$ cat src/rtl/seg_bus_reader.sv
// seg_bus_reader
//   Watches a multiplexed 7-segment bus and recovers the 4-bit value shown
//   on each digit position. A sample must stay unchanged for STABLE_CYCLES
//   consecutive clocks before it is captured, and it is captured only once
//   per dwell. This keeps anode switching transients and ghosting from
//   corrupting the recovered values.
//
// Ports
//   clk_i          system clock
//   rst_i          asynchronous active-high reset
//   an_i           anode enables, active-low, bit n selects digit n
//   hex_i          segments, active-low, bit0 = a ... bit6 = g
//   digits_o       recovered values, nibble n belongs to digit n
//   digit_valid_o  digit n has had a good capture since reset (sticky)
//   err_o          last capture attempt on digit n held an unknown pattern
//   frame_done_o   one-cycle pulse once every position has been captured
//                  since the previous pulse
//
// Timing: the first edge that samples a stable input is edge 0. The counter
// reaches STABLE_CYCLES at edge STABLE_CYCLES, and the outputs update at
// edge STABLE_CYCLES+1.

module seg_bus_reader #(
  parameter int DIGITS        = 8,
  parameter int STABLE_CYCLES = 4
) (
  input  logic                  clk_i,
  input  logic                  rst_i,
  input  logic [DIGITS-1:0]     an_i,
  input  logic [6:0]            hex_i,
  output logic [4*DIGITS-1:0]   digits_o,
  output logic [DIGITS-1:0]     digit_valid_o,
  output logic [DIGITS-1:0]     err_o,
  output logic                  frame_done_o
);

  localparam logic [15:0] STABLE = 16'(STABLE_CYCLES);

  // s_* is the current registered sample. p_* is the sample before it. The
  // dwell counter always describes the sample held in p_*.
  logic [DIGITS-1:0] s_an, p_an;
  logic [6:0]        s_hex, p_hex;

  logic [15:0]       run_cnt, run_cnt_next;
  logic              captured, captured_next;
  logic [DIGITS-1:0] seen, seen_set, cap_mask;
  logic              qualifying, same_sample, capture;
  logic              recognised;
  logic [3:0]        value;

  // Returns {recognised, value}.
  function automatic logic [4:0] decode(input logic [6:0] seg);
    logic [4:0] r;
    case (seg)
      7'h40:   r = {1'b1, 4'h0};
      7'h79:   r = {1'b1, 4'h1};
      7'h24:   r = {1'b1, 4'h2};
      7'h30:   r = {1'b1, 4'h3};
      7'h19:   r = {1'b1, 4'h4};
      7'h12:   r = {1'b1, 4'h5};
      7'h02:   r = {1'b1, 4'h6};
      7'h78:   r = {1'b1, 4'h7};
      7'h00:   r = {1'b1, 4'h8};
      7'h10:   r = {1'b1, 4'h9};
      7'h7F:   r = {1'b1, 4'hF};  // blank digit
      default: r = {1'b0, 4'h0};
    endcase
    return r;
  endfunction

  always_comb begin
    qualifying    = ($countones(~s_an) == 1);
    same_sample   = (s_an == p_an) && (s_hex == p_hex);
    capture       = (run_cnt == STABLE) && !captured;
    run_cnt_next  = run_cnt;
    captured_next = captured | capture;

    if (!qualifying) begin
      run_cnt_next  = 16'd0;
      captured_next = 1'b0;
    end else if (!same_sample) begin
      // A new dwell starts. Clearing the flag here takes priority over a
      // capture of the previous dwell in the same cycle.
      run_cnt_next  = 16'd1;
      captured_next = 1'b0;
    end else if (run_cnt != STABLE) begin
      run_cnt_next  = run_cnt + 16'd1;
    end

    {recognised, value} = decode(p_hex);

    // A capture only occurs with a qualifying p_an, so ~p_an is one-hot.
    cap_mask = capture ? ~p_an : '0;
    seen_set = seen | cap_mask;
  end

  always_ff @(posedge clk_i or posedge rst_i) begin
    if (rst_i) begin
      s_an          <= '1;
      p_an          <= '1;
      s_hex         <= '1;
      p_hex         <= '1;
      run_cnt       <= 16'd0;
      captured      <= 1'b0;
      seen          <= '0;
      digits_o      <= '0;
      digit_valid_o <= '0;
      err_o         <= '0;
      frame_done_o  <= 1'b0;
    end else begin
      s_an     <= an_i;
      s_hex    <= hex_i;
      p_an     <= s_an;
      p_hex    <= s_hex;
      run_cnt  <= run_cnt_next;
      captured <= captured_next;

      for (int n = 0; n < DIGITS; n++) begin
        if (cap_mask[n]) begin
          if (recognised) begin
            digits_o[4*n +: 4] <= value;
            digit_valid_o[n]   <= 1'b1;
            err_o[n]           <= 1'b0;
          end else begin
            err_o[n]           <= 1'b1;
          end
        end
      end

      // The capture that completes a frame is absorbed by the clear.
      if (&seen_set) begin
        frame_done_o <= 1'b1;
        seen         <= '0;
      end else begin
        frame_done_o <= 1'b0;
        seen         <= seen_set;
      end
    end
  end

endmodule

$ cat config.mk
export PLATFORM = sky130hd
export DESIGN_NAME = seg_bus_reader
export DESIGN_NICKNAME = d
export VERILOG_FILES = /design/src/rtl/seg_bus_reader.sv
export SDC_FILE = /design/constraint.sdc
export NUM_CORES = 1
export LEC_CHECK = 0
export BUFFER_PORTS_ARGS = -buffer_cell sky130_fd_sc_hd__buf_2
export CAP_MARGIN = 0
export CORE_UTILIZATION = 45
export DETAILED_ROUTE_END_ITERATION = 6
export PLACE_DENSITY = 0.65
export SKIP_CTS_REPAIR_TIMING = 1
export SYNTH_ARGS = -nofsm -noshare
export SYNTH_HDL_FRONTEND = slang
export SYNTH_SLANG_ARGS = --single-unit
$ cat constraint.sdc
create_clock -name clk_i -period 4.3 [get_ports clk_i]
set_input_delay 0.645 -clock clk_i [delete_from_list [all_inputs] [get_ports clk_i]]
set_output_delay 0.645 -clock clk_i [all_outputs]
set_load 0.005 [all_outputs]
### Word level (Yosys, flattened, before mapping)

Index checks and enable logic that the tools add are counted.

* register bits after elaboration: 104
* bits in latches: 0
* memory bits (writable): 0
* memory bits (read-only): 0
* bits of input ports: 17
* output and inout port bits: 49
* logic and storage cells: 83
* memories: 0

* add/subtract/negate cells: 8
* $mul: 0
* div/mod/pow operators: 0
* $lt $le $gt $ge: 0
* equal/unequal tests: 16
* shift-type cells: 0
* muxes and demuxes: 10
* bitwise logic cells: 4
* reductions and logical operators: 13

Operators with widths (number)
* 5-bit case mux with 11 select lines: 1
* 16-bit 2-to-1 mux: 3
* 7-bit == test, second input constant: 4
* 7-bit by 5-bit == test with 1-bit output, second input constant: 3
* 16-bit by 1-bit adder with 16-bit output, second input constant: 1
* 16-bit by 3-bit == test with 1-bit output, second input constant: 1
* 8-bit 2-to-1 mux: 2
* 16-bit by 3-bit inequality test with 1-bit output, second input constant: 1
* 8-bit NOT: 2
* 2-bit AND reduction: 8
* 7-bit by 6-bit == test with 1-bit output, second input constant: 2
* 1-bit by 1-bit adder with 2-bit output: 4
* 8-bit == test: 1
* 8-bit OR: 1
* 8-bit AND reduction: 1
* 7-bit by 2-bit == test with 1-bit output, second input constant: 1
* 7-bit == test: 1
* 7-bit logical NOT: 1
* 2-bit by 2-bit adder with 3-bit output: 2
* 3-bit by 3-bit adder with 4-bit output: 1
* 4-bit by 1-bit == test with 1-bit output, second input constant: 1
* 1-bit 2-to-1 mux: 4
* 3-bit by 2-bit inequality test with 1-bit output, second input constant: 1
* 1-bit logical AND: 2
* other kinds (2): 2

### Depth between registers and ports, before layout

* depth in word-level cells: 6
* gate-level depth with buffers: 13
* mapped depth without buffers: 11

### Worst setup path after synthesis

Ideal clock, no wire load.

* path type: register to register
* start: register s_an[1]
* end: register run_cnt[9]
* library setup time: 0.072 ns
* arrival: 3.401 ns
* data required time: 4.228 ns
* setup slack: 0.828 ns
* stages on the path, launching flop included: 14
* path through: dfstp_2 -> fa_1 -> inv_1 -> fa_1 -> fa_1 -> ha_1 -> inv_1 -> fa_1 -> nor2_1 -> a31oi_1 -> or3_1 -> clkbuf_1 -> buf_6 -> nor2_1

* cells in the longest elaborated chain, start to end: 6
* elaborated cells on any way between the ends: 10

RTL lines
* start, declared: line 41 `logic [DIGITS-1:0] s_an, p_an;`
* start signal, assigned: line 111 `s_an <= an_i;`
* 8-bit NOT: line 72 `qualifying = ($countones(~s_an) == 1);`
* 1-bit by 1-bit adder with 2-bit output (not written as such): line 72
* 2-bit by 2-bit adder with 3-bit output (not written as such): line 72
* 3-bit by 3-bit adder with 4-bit output (not written as such): line 72
* 4-bit by 1-bit == test with 1-bit output: line 72
* 3-bit by 2-bit inequality test with 1-bit output (no line) / 16-bit 2-to-1 mux (equally long branches)
* end signal, assigned: line 115 `run_cnt <= run_cnt_next;`
* end, declared: line 44 `logic [15:0] run_cnt, run_cnt_next;`

Several ways; a longest one is shown, not always the timed one.
A chain may end at the register's enable or synchronous reset.

### Worst setup path in the final report

* start: register s_an[1]
* end: register run_cnt[2]

The elaborated chain is that of the path after synthesis.

==> flow_summary.yaml <==
synth:
  netlist_area_um2: 4450
  post_syn_area_per_cell_um2: 12.5
  mappedNetlistNets: 383
  synth_seq_area_share_pct: 59.3
  synth_cell_types: 44
  ys_seq_elements: 104
  synth_cells: 357
  yosysWarningCount: 0
placed_design:
  numPortBuffers: 65
  dpl.cell_count: 538
  hpwl_um: 5940
  pre_cts_slack_ps: 504
  gpl.final_weighted_congestion: 0.764
min_path:
  holdCritPathClass: "in -> reg"
global_route:
  pin_count_of_the_biggest_net_entering_global_routing: 75
  grt.overflow.total: 0
  grt_first_pass_wirelength_um: 14000
  grt_pass1_vias: 2821
  number_of_antenna_violations_at_the_first_check_in_global_routing: 0
  grt_util_all_layers_pct: 17.9
drt:
  routed_wl_um: 8250
  drc: 0
  routed_via_density: 5.21
  antenna_violating_nets_post_route: 0
  wl_per_cell_um: 14.9
  detailedRoute.firstPassIterationCount: 4
  detail_route.iter0.violations: 135
  num_vias: 2889
timing:
  final-hold-violation-count: 0
  maxSlewHeadroom_pct: 26.1
  report.final.slew_viol_count: 0
  setup_viol: 0
  rsz0062_at_grt: "no"
  min_period_ps: 3810
  worstMarginPinSlew_ps: 1100
  finClkSkew_ps: 10.8
  tns_ps: 0
  maximum_clock_frequency_ghz: 0.263
  layout_setup_ws_ps: 491
  layout_worst_path_cycle_share_pct: 88.6
job:
  maxCapViolations: 0
floorplan:
  top_level_ports: 66
  vertical_extent_of_the_die_um: 101
  initial_utilization_pct: 47.3
  dieArea_um2: 10300
  core_um2: 9420
  fp-row-count: 35
  floorplan.die.width_um: 101
critical_path:
  worst-path-max-fanout: 16
  worst-r2r-cell-count: 11
  crit_path_start: "s_an[1]"
  worst_setup_path_start_kind: "register"
  timing.setup.critical_path_class: "reg -> reg"
  worst_r2r_endpoint: "run_cnt[2]"
  crit_end: "run_cnt[2]"
  worst-endpoint-required_ps: 4580
  cp-end-kind: "register"
  worstPathArrival_ps: 4090
  rr_startpoint: "s_an[1]"
  timing.reg2reg.setup_slack_ps: 490
cts:
  cts_made_buffers: 9
  cts.htree.levels: 3
  tritoncts: "yes"
  clk_path_buf_depth: 2
  worstSkewPairLatency_ps: 370
  numClockSinks: 104
  root_buffer: "clkbuf_8"
  path_clk_slew_ps: 100
outcome:
  run_status: "finished clean"
final_layout:
  syn_to_layout_area_delta_pct: 13.4
  leading_cell_type_in_the_layout_fill_and_taps_excluded: "dfrtp_1"
  diodes: 0
  nNetsFinal: 446
  final-instance-count-excl-fill: 554
  final_layout_size_suffix_gt1_share_pct: 34.4
  final_cell_mix: "dfrtp_1, buf_2, dfstp_2, xor2_1"
  num-fill-cells: 807
pwr:
  powerDensity_nw_per_um2: 342
  power.leakage_nw: 2.51
  vdd_drop_max_mv: 0.170
  total_power_mw: 1.73
## routing by layer
layer	share of wire, %	GRT usage (%)	wire (um)	vias to the layer above
met4	1.2	6.35	101	0
met5	0	0	0	-
li1	-	-	-	1367
met3	4.4	4.07	363	6
met2	45	27.6	3730	77
met1	49	24.9	4060	1439
## registers in the layout (all words and copies together) (netlist names), 8 cells and up
signal / flops
digit_valid_o: 8
seen: 8
digits_o: 32
s_an: 8
p_an: 8
err_o: 8
run_cnt: 16
## report_power, final
group / internal (mW) / total, mW / switching [mW]
logic: 0.0433 / 0.109 / 0.0656
clock network: 0.225 / 0.587 / 0.362
registers: 1.01 / 1.03 / 0.0246
total: 1.28 / 1.73 / 0.452
## how the worst min path moves through the flow
stage | start | cells after the start | end
3_3_place_gp | s_hex[5] | 0 | p_hex[5]
2_1_floorplan | s_hex[0] | 0 | p_hex[0]
6_report | hex_i[1] | 1 | s_hex[1]
5_1_grt | hex_i[1] | 1 | s_hex[1]
3_5_place_dp | s_hex[6] | 0 | p_hex[6]
4_1_cts | hex_i[4] | 1 | s_hex[4]
## Yosys cell counts
cell | n | area [um2]
nand4_1 | 7 | 43.8
nand2b_1 | 9 | 56.3
or3_1 | 2 | 12.5
nand3_1 | 5 | 25.0
a21oi_1 | 16 | 80.1
a21oi_2 | 4 | 35.0
nor3_2 | 3 | 30.0
a211oi_1 | 2 | 15.0
o21ai_1 | 3 | 15.0
a22o_1 | 8 | 70.1
o311ai_2 | 1 | 16.3
buf_2 | 9 | 45.0
buf_4 | 1 | 7.51
dfrtp_1 | 74 | 1850
dfstp_2 | 30 | 788
nor3_1 | 6 | 30.0
xnor2_1 | 4 | 35.0
nor2b_1 | 1 | 6.26
nor2_1 | 21 | 78.8
nor4bb_1 | 1 | 10.0
o21ai_0 | 9 | 45.0
nor3b_1 | 1 | 7.51
o31ai_1 | 9 | 67.6
nor4b_4 | 1 | 23.8
mux2_1 | 4 | 45.0
buf_6 | 3 | 33.8
clkbuf_1 | 2 | 7.51
and2_1 | 2 | 12.5
and4_1 | 4 | 35.0
a31oi_1 | 1 | 6.26
nor4b_1 | 3 | 26.3
xor2_1 | 25 | 219
inv_1 | 22 | 82.6
nor4_4 | 2 | 42.5
nor4_1 | 6 | 37.5
o32ai_1 | 1 | 8.76
fa_1 | 4 | 80.1
and3_1 | 2 | 12.5
and3b_1 | 1 | 8.76
ha_1 | 5 | 62.6
nand2_1 | 17 | 63.8
or2_2 | 1 | 6.26
nand3b_1 | 5 | 37.5
mux2_2 | 20 | 225
## critical path, stage by stage, from the launching register on
cell and delay [ps]:
dfstp_2 580, fa_1 420, inv_1 80, fa_1 430
fa_1 500, ha_1 160, inv_1 60, fa_1 370
nor2_1 100, a31oi_1 110, or3_1 640, a211oi_1 260
## per-stage QoR
| step | cell area, um2 | hold slack [ps] | utilization, % |
|---|---|---|---|
| 2_1_floorplan | 4450 | 360 | - |
| 3_3_place_gp | 4860 | 361 | 51.6 |
| 3_5_place_dp | 4860 | 363 | 51.6 |
| 4_1_cts | 5050 | 343 | 53.6 |
| 5_1_grt | 5050 | 329 | 53.6 |
| 6_report | 5050 | 358 | 53.6 |
## logic make-up after synthesis
kind of cell / share of synthesized area (%)
adder cells (fa/ha/maj): 3.21
XOR/XNOR: 5.71
flip-flops: 59.3
AO/OA/AOI/OAI: 8.07
multiplexers: 6.07
buffers and inverters: 3.97
AND/OR/NAND/NOR: 13.6
## area by class of cell
type | instances | area [um2] | share of cell area [%]
repair buffers | 67 | 340 | 6.74
clock inverters | 7 | 62.6 | 1.24
clock buffers | 9 | 124 | 2.45
inverters | 22 | 85.1 | 1.69
flip-flops and latches | 104 | 2640 | 52.3
well taps | 129 | 161 | 3.20
multi-input cells | 216 | 1630 | 32.4
(Power assumes the default switching activity.)
